### config.mk
export PLATFORM = sky130hd
export DESIGN_NAME = segasys1_sndlatch
export DESIGN_NICKNAME = d
export VERILOG_FILES = /design/src/rtl/segasys1_sndlatch.sv
export SDC_FILE = /design/constraint.sdc
export NUM_CORES = 1
export LEC_CHECK = 0
export BUFFER_PORTS_ARGS = -buffer_cell sky130_fd_sc_hd__buf_2
export CAP_MARGIN = 20
export CORE_MARGIN = 2
export CORE_UTILIZATION = 50
export CTS_CLUSTER_SIZE = 40
export DETAILED_ROUTE_END_ITERATION = 8
export PLACE_DENSITY = 0.75
export SLEW_MARGIN = 10
export SYNTH_ARGS = -nofsm -noshare
export SYNTH_HDL_FRONTEND = slang
export SYNTH_SLANG_ARGS = --single-unit
### constraint.sdc
create_clock -name CLK48M -period 2 [get_ports CLK48M]
set_clock_uncertainty 0.05 [all_clocks]
set_input_delay 0.1 -clock CLK48M [delete_from_list [all_inputs] [get_ports CLK48M]]
set_output_delay 0.1 -clock CLK48M [all_outputs]
set_load 0.03 [all_outputs]
### src/rtl/segasys1_sndlatch.sv
// -----------------------------------------------------------------------------
// segasys1_sndlatch
//
// Sound-side command receiver. The main CPU writes a sound command with the
// SNDRQ strobe and a data byte; this block stores the byte, presents it to the
// sound CPU on SNDNO and holds SNMI high while a command is pending. A command
// is retired when the sound CPU finishes reading the command address (falling
// edge of SCPURD). The block also produces the sound CPU's periodic maskable
// interrupt SIRQ from a free-running counter.
//
// Build option:
//   SEGASYS1_SNDLATCH_FIFO_EN defined   -> 4-entry circular command buffer
//   SEGASYS1_SNDLATCH_FIFO_EN undefined -> single command register
//
// Parameters:
//   IRQ_PERIOD  CLK48M cycles between SIRQ assertions
//   IRQ_WIDTH   CLK48M cycles SIRQ stays high per period (< IRQ_PERIOD)
//
// Ports:
//   CLK48M  in   system clock, rising edge
//   RESETn  in   synchronous reset, active low
//   SNDRQ   in   main-CPU sound-command write strobe (level)
//   MCPUDO  in   main-CPU data bus, captured on SNDRQ rising edge
//   SCPURD  in   sound-CPU read of the command address (level)
//   SNDNO   out  command byte presented to the sound CPU
//   SNMI    out  NMI request, high while a command is pending
//   SIRQ    out  periodic interrupt request
//   LEVEL   out  number of pending commands
//   OVF     out  sticky overrun flag
//
// Handshake: there is no ready path back to the main CPU. Every SNDRQ rising
// edge is a push; if storage is full (and nothing is leaving that same edge)
// the push is an overrun and OVF latches. Every SCPURD falling edge while
// LEVEL>0 is a pop; SNDNO is therefore stable for the whole read cycle.
// -----------------------------------------------------------------------------
module segasys1_sndlatch #(
  parameter int IRQ_PERIOD = 200000,
  parameter int IRQ_WIDTH  = 64
) (
  input  logic       CLK48M,
  input  logic       RESETn,
  input  logic       SNDRQ,
  input  logic [7:0] MCPUDO,
  input  logic       SCPURD,
  output logic [7:0] SNDNO,
  output logic       SNMI,
  output logic       SIRQ,
  output logic [2:0] LEVEL,
  output logic       OVF
);

`ifdef SEGASYS1_SNDLATCH_FIFO_EN
  localparam int DEPTH = 4;
`else
  localparam int DEPTH = 1;
`endif

  localparam int CW_RAW = $clog2(IRQ_PERIOD);
  localparam int CW     = (CW_RAW < 1) ? 1 : CW_RAW;

  // ---------------------------------------------------------------------------
  // Edge detection on the two strobes
  // ---------------------------------------------------------------------------
  logic sq_q;
  logic rd_q;
  logic push;
  logic pop;
  logic full;

  // Pending-count and flag state common to both builds
  logic [2:0] level_q;
  logic [2:0] level_d;
  logic       snmi_q;
  logic       snmi_d;
  logic       ovf_q;
  logic       ovf_set;

  assign push = SNDRQ & ~sq_q;
  assign pop  = ~SCPURD & rd_q & (level_q != 3'd0);
  assign full = (level_q == 3'(DEPTH));

  // A push into full storage is only an overrun if no entry leaves the same
  // edge; with a simultaneous pop there is room for it.
  assign ovf_set = push & full & ~pop;

  always_ff @(posedge CLK48M) begin
    if (!RESETn) begin
      sq_q <= 1'b0;
      rd_q <= 1'b0;
    end else begin
      sq_q <= SNDRQ;
      rd_q <= SCPURD;
    end
  end

`ifdef SEGASYS1_SNDLATCH_FIFO_EN
  // ---------------------------------------------------------------------------
  // 4-entry circular buffer. Pointers are 2 bits and wrap naturally; LEVEL
  // disambiguates full from empty.
  // ---------------------------------------------------------------------------
  logic [7:0] mem_q [0:3];
  logic [1:0] wr_ptr_q;
  logic [1:0] wr_ptr_d;
  logic [1:0] rd_ptr_q;
  logic [1:0] rd_ptr_d;
  logic [7:0] sndno_q;
  logic [7:0] sndno_d;
  logic [7:0] head_d;
  logic       push_ok;

  always_comb begin
    push_ok  = push & (~full | pop);
    wr_ptr_d = wr_ptr_q + 2'(push_ok);
    rd_ptr_d = rd_ptr_q + 2'(pop);
    level_d  = level_q + 3'(push_ok) - 3'(pop);

    // The entry that will be at the head after this edge. If it is the slot
    // being written right now (storage empty, or its only entry leaving), the
    // memory does not hold it yet, so take the byte straight from the bus.
    if (push_ok && (wr_ptr_q == rd_ptr_d)) begin
      head_d = MCPUDO;
    end else begin
      head_d = mem_q[rd_ptr_d];
    end

    // With nothing pending, SNDNO keeps the last byte it showed.
    if (level_d != 3'd0) begin
      sndno_d = head_d;
    end else begin
      sndno_d = sndno_q;
    end
  end

  // Storage array has no reset: its contents are only visible through the
  // pointers, which are reset.
  always_ff @(posedge CLK48M) begin
    if (push_ok) begin
      mem_q[wr_ptr_q] <= MCPUDO;
    end
  end

  always_ff @(posedge CLK48M) begin
    if (!RESETn) begin
      wr_ptr_q <= 2'd0;
      rd_ptr_q <= 2'd0;
      sndno_q  <= 8'h00;
    end else begin
      wr_ptr_q <= wr_ptr_d;
      rd_ptr_q <= rd_ptr_d;
      sndno_q  <= sndno_d;
    end
  end

  assign SNDNO = sndno_q;

`else
  // ---------------------------------------------------------------------------
  // Single command register. A push always writes the register: into an
  // empty latch, as a replacement of the entry leaving this edge, or as an
  // overwrite of an unread command (which is the overrun case).
  // ---------------------------------------------------------------------------
  logic [7:0] data_q;
  logic [7:0] data_d;

  always_comb begin
    data_d = data_q;
    if (push) begin
      data_d = MCPUDO;
    end

    if (push || ((level_q != 3'd0) && !pop)) begin
      level_d = 3'd1;
    end else begin
      level_d = 3'd0;
    end
  end

  always_ff @(posedge CLK48M) begin
    if (!RESETn) begin
      data_q <= 8'h00;
    end else begin
      data_q <= data_d;
    end
  end

  // A pop never changes the register, so it naturally keeps the last byte.
  assign SNDNO = data_q;
`endif

  // ---------------------------------------------------------------------------
  // NMI request. Forcing SNMI low on the pop edge gives the edge-sensitive
  // NMI input a fresh rising edge one clock later if more commands remain.
  // Two pops cannot occur on consecutive edges (each needs SCPURD to rise
  // and fall again), so the low pulse is always exactly one clock.
  // An overwrite in the single build has no pop and so keeps SNMI high.
  // ---------------------------------------------------------------------------
  always_comb begin
    snmi_d = (level_d != 3'd0) & ~pop;
  end

  always_ff @(posedge CLK48M) begin
    if (!RESETn) begin
      level_q <= 3'd0;
      snmi_q  <= 1'b0;
      ovf_q   <= 1'b0;
    end else begin
      level_q <= level_d;
      snmi_q  <= snmi_d;
      if (ovf_set) begin
        ovf_q <= 1'b1;
      end
    end
  end

  assign LEVEL = level_q;
  assign SNMI  = snmi_q;
  assign OVF   = ovf_q;

  // ---------------------------------------------------------------------------
  // Periodic interrupt. SIRQ is registered from the counter value before it
  // advances, so the first high clock follows the first edge after reset
  // release (counter value 0).
  // ---------------------------------------------------------------------------
  logic [CW-1:0] cnt_q;
  logic [CW-1:0] cnt_d;
  logic          sirq_q;
  logic          sirq_d;

  always_comb begin
    if (cnt_q == CW'(IRQ_PERIOD - 1)) begin
      cnt_d = '0;
    end else begin
      cnt_d = cnt_q + 1'b1;
    end
    sirq_d = (cnt_q < CW'(IRQ_WIDTH));
  end

  always_ff @(posedge CLK48M) begin
    if (!RESETn) begin
      cnt_q  <= '0;
      sirq_q <= 1'b0;
    end else begin
      cnt_q  <= cnt_d;
      sirq_q <= sirq_d;
    end
  end

  assign SIRQ = sirq_q;

endmodule
After elaboration in Yosys (flattened, before gate mapping)
Cells that the tools add are included.
{ "totals": {"romBits": 0, "memories": 0, "output_inout_bits": 14, "register_bits": 34, "mem_bits_rw": 0, "latchBits": 0, "inputBits": 12} }
{ "op_classes": {"div_mod_pow": 0, "muxes": 1, "mul": 0, "bitwise_logic": 10, "n_addsub": 1, "order_cmp": 1, "n_eq_ne": 2, "shifts": 0, "reduce_logical": 6} }
{ "op_table": {"columns": ["operator", "n"], "rows": [
  ["adder 18 x 1 -> 18 bit (second input constant)", 1],
  ["equality test 18 bit (second input constant)", 1],
  ["< comparator 18 x 7 -> 1 bit (second input constant)", 1],
  ["bitwise AND 1 bit", 6],
  ["nonzero test 3 bit", 2],
  ["inverter 1 bit", 4],
  ["equality test 3 x 1 -> 1 bit (second input constant)", 1],
  ["OR reduction 2 bit", 1],
  ["logical AND 1 bit", 1],
  ["zero test 1 bit", 1],
  ["logical OR 1 bit", 1],
  ["2-to-1 mux 1 bit", 1]
]} }

Logic depth before layout (Yosys ltp)
{ "logic_depth": {"word_depth": 9, "depth_mapped": 6, "depth_no_buf": 5} }

Least setup slack after synthesis
No wires, ideal clock.
{ "synth_path": {"kind": "reg-to-reg", "start": "register cnt_q[0]", "end": "register cnt_q[10]", "n_path_buf": 1, "setup_time_ps": 117, "t_arrival_ps": 1687, "stages_incl_launch_ff": 7, "setup_slack_ps": 145, "cell_sequence": "dfxtp_1 -> ha_1 -> and3_2 -> nand3_1 -> o41ai_2 -> buf_2 -> nor2_1"} }
{ "synth_via": {"elab_chain_len": 2, "word_cells_on_any_way": 3, "cone_classes": "1 x add/sub; 1 x eq/ne; 1 x reduce/logical"} }
{ "synth_rtl": {"columns": ["item", "line", "source"], "rows": [
  ["start, declared", "224", "logic [CW-1:0] cnt_q;"],
  ["start signal, assigned", "243", "cnt_q <= cnt_d;"],
  ["branches (longest 2 deep; another with adder 18 x 1 -> 18 bit)", null, null]
]} }
Several ways; the timed one is not identified.
A chain may end at the register's enable or synchronous reset.

Worst setup path in the final report
{ "layout_path": {"start": "register cnt_q[8]", "end": "register cnt_q[17]"} }
The elaborated chain is that of the path after synthesis.

==> metrics.csv <==
metric,value,unit
worst_pin_slew,0.754,ns
ctsResizeCount,0,
pin_count,26,
grt_pass1_vias,1136,
maxCapViolCount,0,
vias,1125,
dp_cells,196,
grtUsageTotal,19.9,%
wl,2.72,mm
yosysWarnings,0,
ys_seq_elements,32,
die_w,55.4,microns
setup_tns,0,ns
path_clk_slew,0.10,ns
hold_buffers,10,
place_congestion,0.805,
fill_cells,207,
arrival,2.05,ns
finalSetupViolCount,0,
power_leakage,0.672,nW
dp_slack,0.212,ns
grt_max_degree,17,
p_per_area,780,mW/mm^2
status,"complete, no violations",
fin_ws,0.168,ns
clock_sink_count,32,
postCtsSetupRepairBufs,0,
ant_nets,0,
startpoint_type,register,
initial_utilization,52.9,%
nets,196,
dr.pass1.iters,4,
area_growth,23.4,%
grt_pass1_wl,4.83,mm
dp_hpwl,1.83,mm
grt_overflow_total,0,
rsz0062_at_grt,false,
max-vdd-ir-drop,0.583,mV
cp-end-kind,register,
fmax,0.546,GHz
ys_types,32,
clkLatencyLatePin,0.33,ns
finalHoldViolations,0,
grt_antenna_before_repair,0,
first_iter_violations,32,
cts.path.max_buffers,2,
slew_violations,0,
crit_required,2.22,ns
ys_seq_area_share,48.4,%
rows,18,
clock-root-buffer,clkbuf_4,
finalCriticalPeriod,1.83,ns
synthCells,147,
relSlewSlack,49.7,%
cts_buffers,5,
worstSetupPathType,register to register,
cts_tree,yes,
reg2reg_slack,0.17,ns
cp_max_fo,7,
io_buffers,23,
core,0.00250,sq mm
wl_per_cell,12.7,microns
avgSynthCellArea,9.00,sq um
layout-drive-gt1-share,20.1,%
hold_slack,0.0986,ns
cts_max_level,2,
route.detailed.drc,0,
die_y,55.4,microns
worstHoldPathType,input pin to register,
syn_area,0.00132,sq mm
layoutNonFillerInstCount,214,
antenna-diode-count,0,
dieArea,0.00307,sq mm
period_share,91.6,%
vias_per_cell,5.26,
[flip-flops by register name (all words and copies together) (netlist names)]
register and count:
cnt_q 18, SNDNO 8, LEVEL 1, OVF 1
SIRQ 1, SNMI 1, rd_q 1, sq_q 1
[synthesized netlist by cell type]
cell type / number / area [sq um]
and4_1: 1 / 8.76
buf_2: 1 / 5.00
conb_1: 1 / 3.75
nand2_1: 20 / 75.1
and2_1: 5 / 31.3
nor3_1: 3 / 15.0
dfxtp_1: 32 / 641
nand3_1: 8 / 40.0
a21boi_0: 8 / 60.1
or4b_4: 1 / 13.8
o21a_1: 2 / 15.0
or3_1: 2 / 12.5
nor4bb_1: 1 / 10.0
nor4_1: 4 / 25.0
o21ai_0: 3 / 15.0
o41ai_2: 1 / 16.3
nor2_1: 13 / 48.8
nand2b_1: 2 / 12.5
xnor2_1: 7 / 61.3
nand4_1: 4 / 25.0
ha_1: 1 / 12.5
and4_4: 1 / 11.3
and3_2: 1 / 7.51
a21oi_1: 4 / 20.0
buf_1: 1 / 3.75
nand4_2: 1 / 12.5
buf_4: 3 / 22.5
xor2_1: 6 / 52.6
inv_1: 5 / 18.8
clkbuf_1: 2 / 7.51
nor2b_1: 2 / 12.5
and3_1: 1 / 6.26
[final timing paths]
kind                    end  startpoint  cells past startpoint
setup / recovery  cnt_q[17]    cnt_q[8]                      4
hold / removal     SNDNO[4]      RESETn                      2
setup reg to reg  cnt_q[17]    cnt_q[8]                      4
hold reg to reg    SNDNO[5]    SNDNO[5]                      2
[stage by stage]
step           utilization [%]  cell area, sq um  power, mW
2_1_floorplan                -              1330      0.762
3_3_place_gp              58.2              1460      0.790
3_5_place_dp              58.2              1460      0.794
4_1_cts                   65.3              1630       1.28
5_1_grt                   65.3              1630       1.33
6_report                  65.3              1630       1.27
[worst max-delay path: stages, from the launching register on]
cell     delay [ns]
dfxtp_1        0.45
nand4_1        0.20
or4b_4         0.58
or3_1          0.36
a21oi_1        0.14
[report_power, final]
part	switching, mW	internal [mW]	total [mW]
registers	0.0125	0.658	0.671
logic	0.0748	0.0510	0.126
clock network	0.214	0.262	0.476
total	0.301	0.971	1.27
[routing by layer]
metal	vias up	wire length, microns	global-route usage, %
li1	569	-	-
met1	517	1140	21.1
met2	31	1380	35.2
met3	8	137	7.03
met4	0	60	8.36
met5	-	0	0
[area by class of cell]
class	instances	area, sq um	area share (%)
inverter	5	18.8	1.15
timing repair buffer	35	230	14.1
tap	30	37.5	2.30
multi-input combinational	104	628	38.5
clock inverter	2	35.0	2.15
clock buffer	6	41.3	2.53
sequential	32	641	39.3
[logic make-up after synthesis]
| logic type | synth area share, % |
|---|---|
| buffers and inverters | 4.35 |
| and+or+nand+nor | 27.8 |
| xor gates and xnor gates | 8.61 |
| DFF | 48.4 |
| adders and majority gates | 0.946 |
| AOI/OAI and AO/OA | 9.56 |
| other | 0.284 |
[cells in the final DEF (no fill, tap or decap), types with 2 or more instances in the layout]
master,instances
or3_1,2
a21oi_1,4
buf_2,23
nor4_1,4
nor2b_1,2
dfxtp_1,32
a21boi_0,8
conb_1,2
o21ai_0,3
nor2_1,13
and2_1,5
clkbuf_4,5
nand2_1,20
dlygate4sd3_1,10
o21a_1,2
xnor2_1,7
xor2_1,6
nand4_1,4
inv_1,5
nand3_1,8
nand2b_1,2
buf_4,2
nor3_1,3
(Power assumes the default switching activity.)
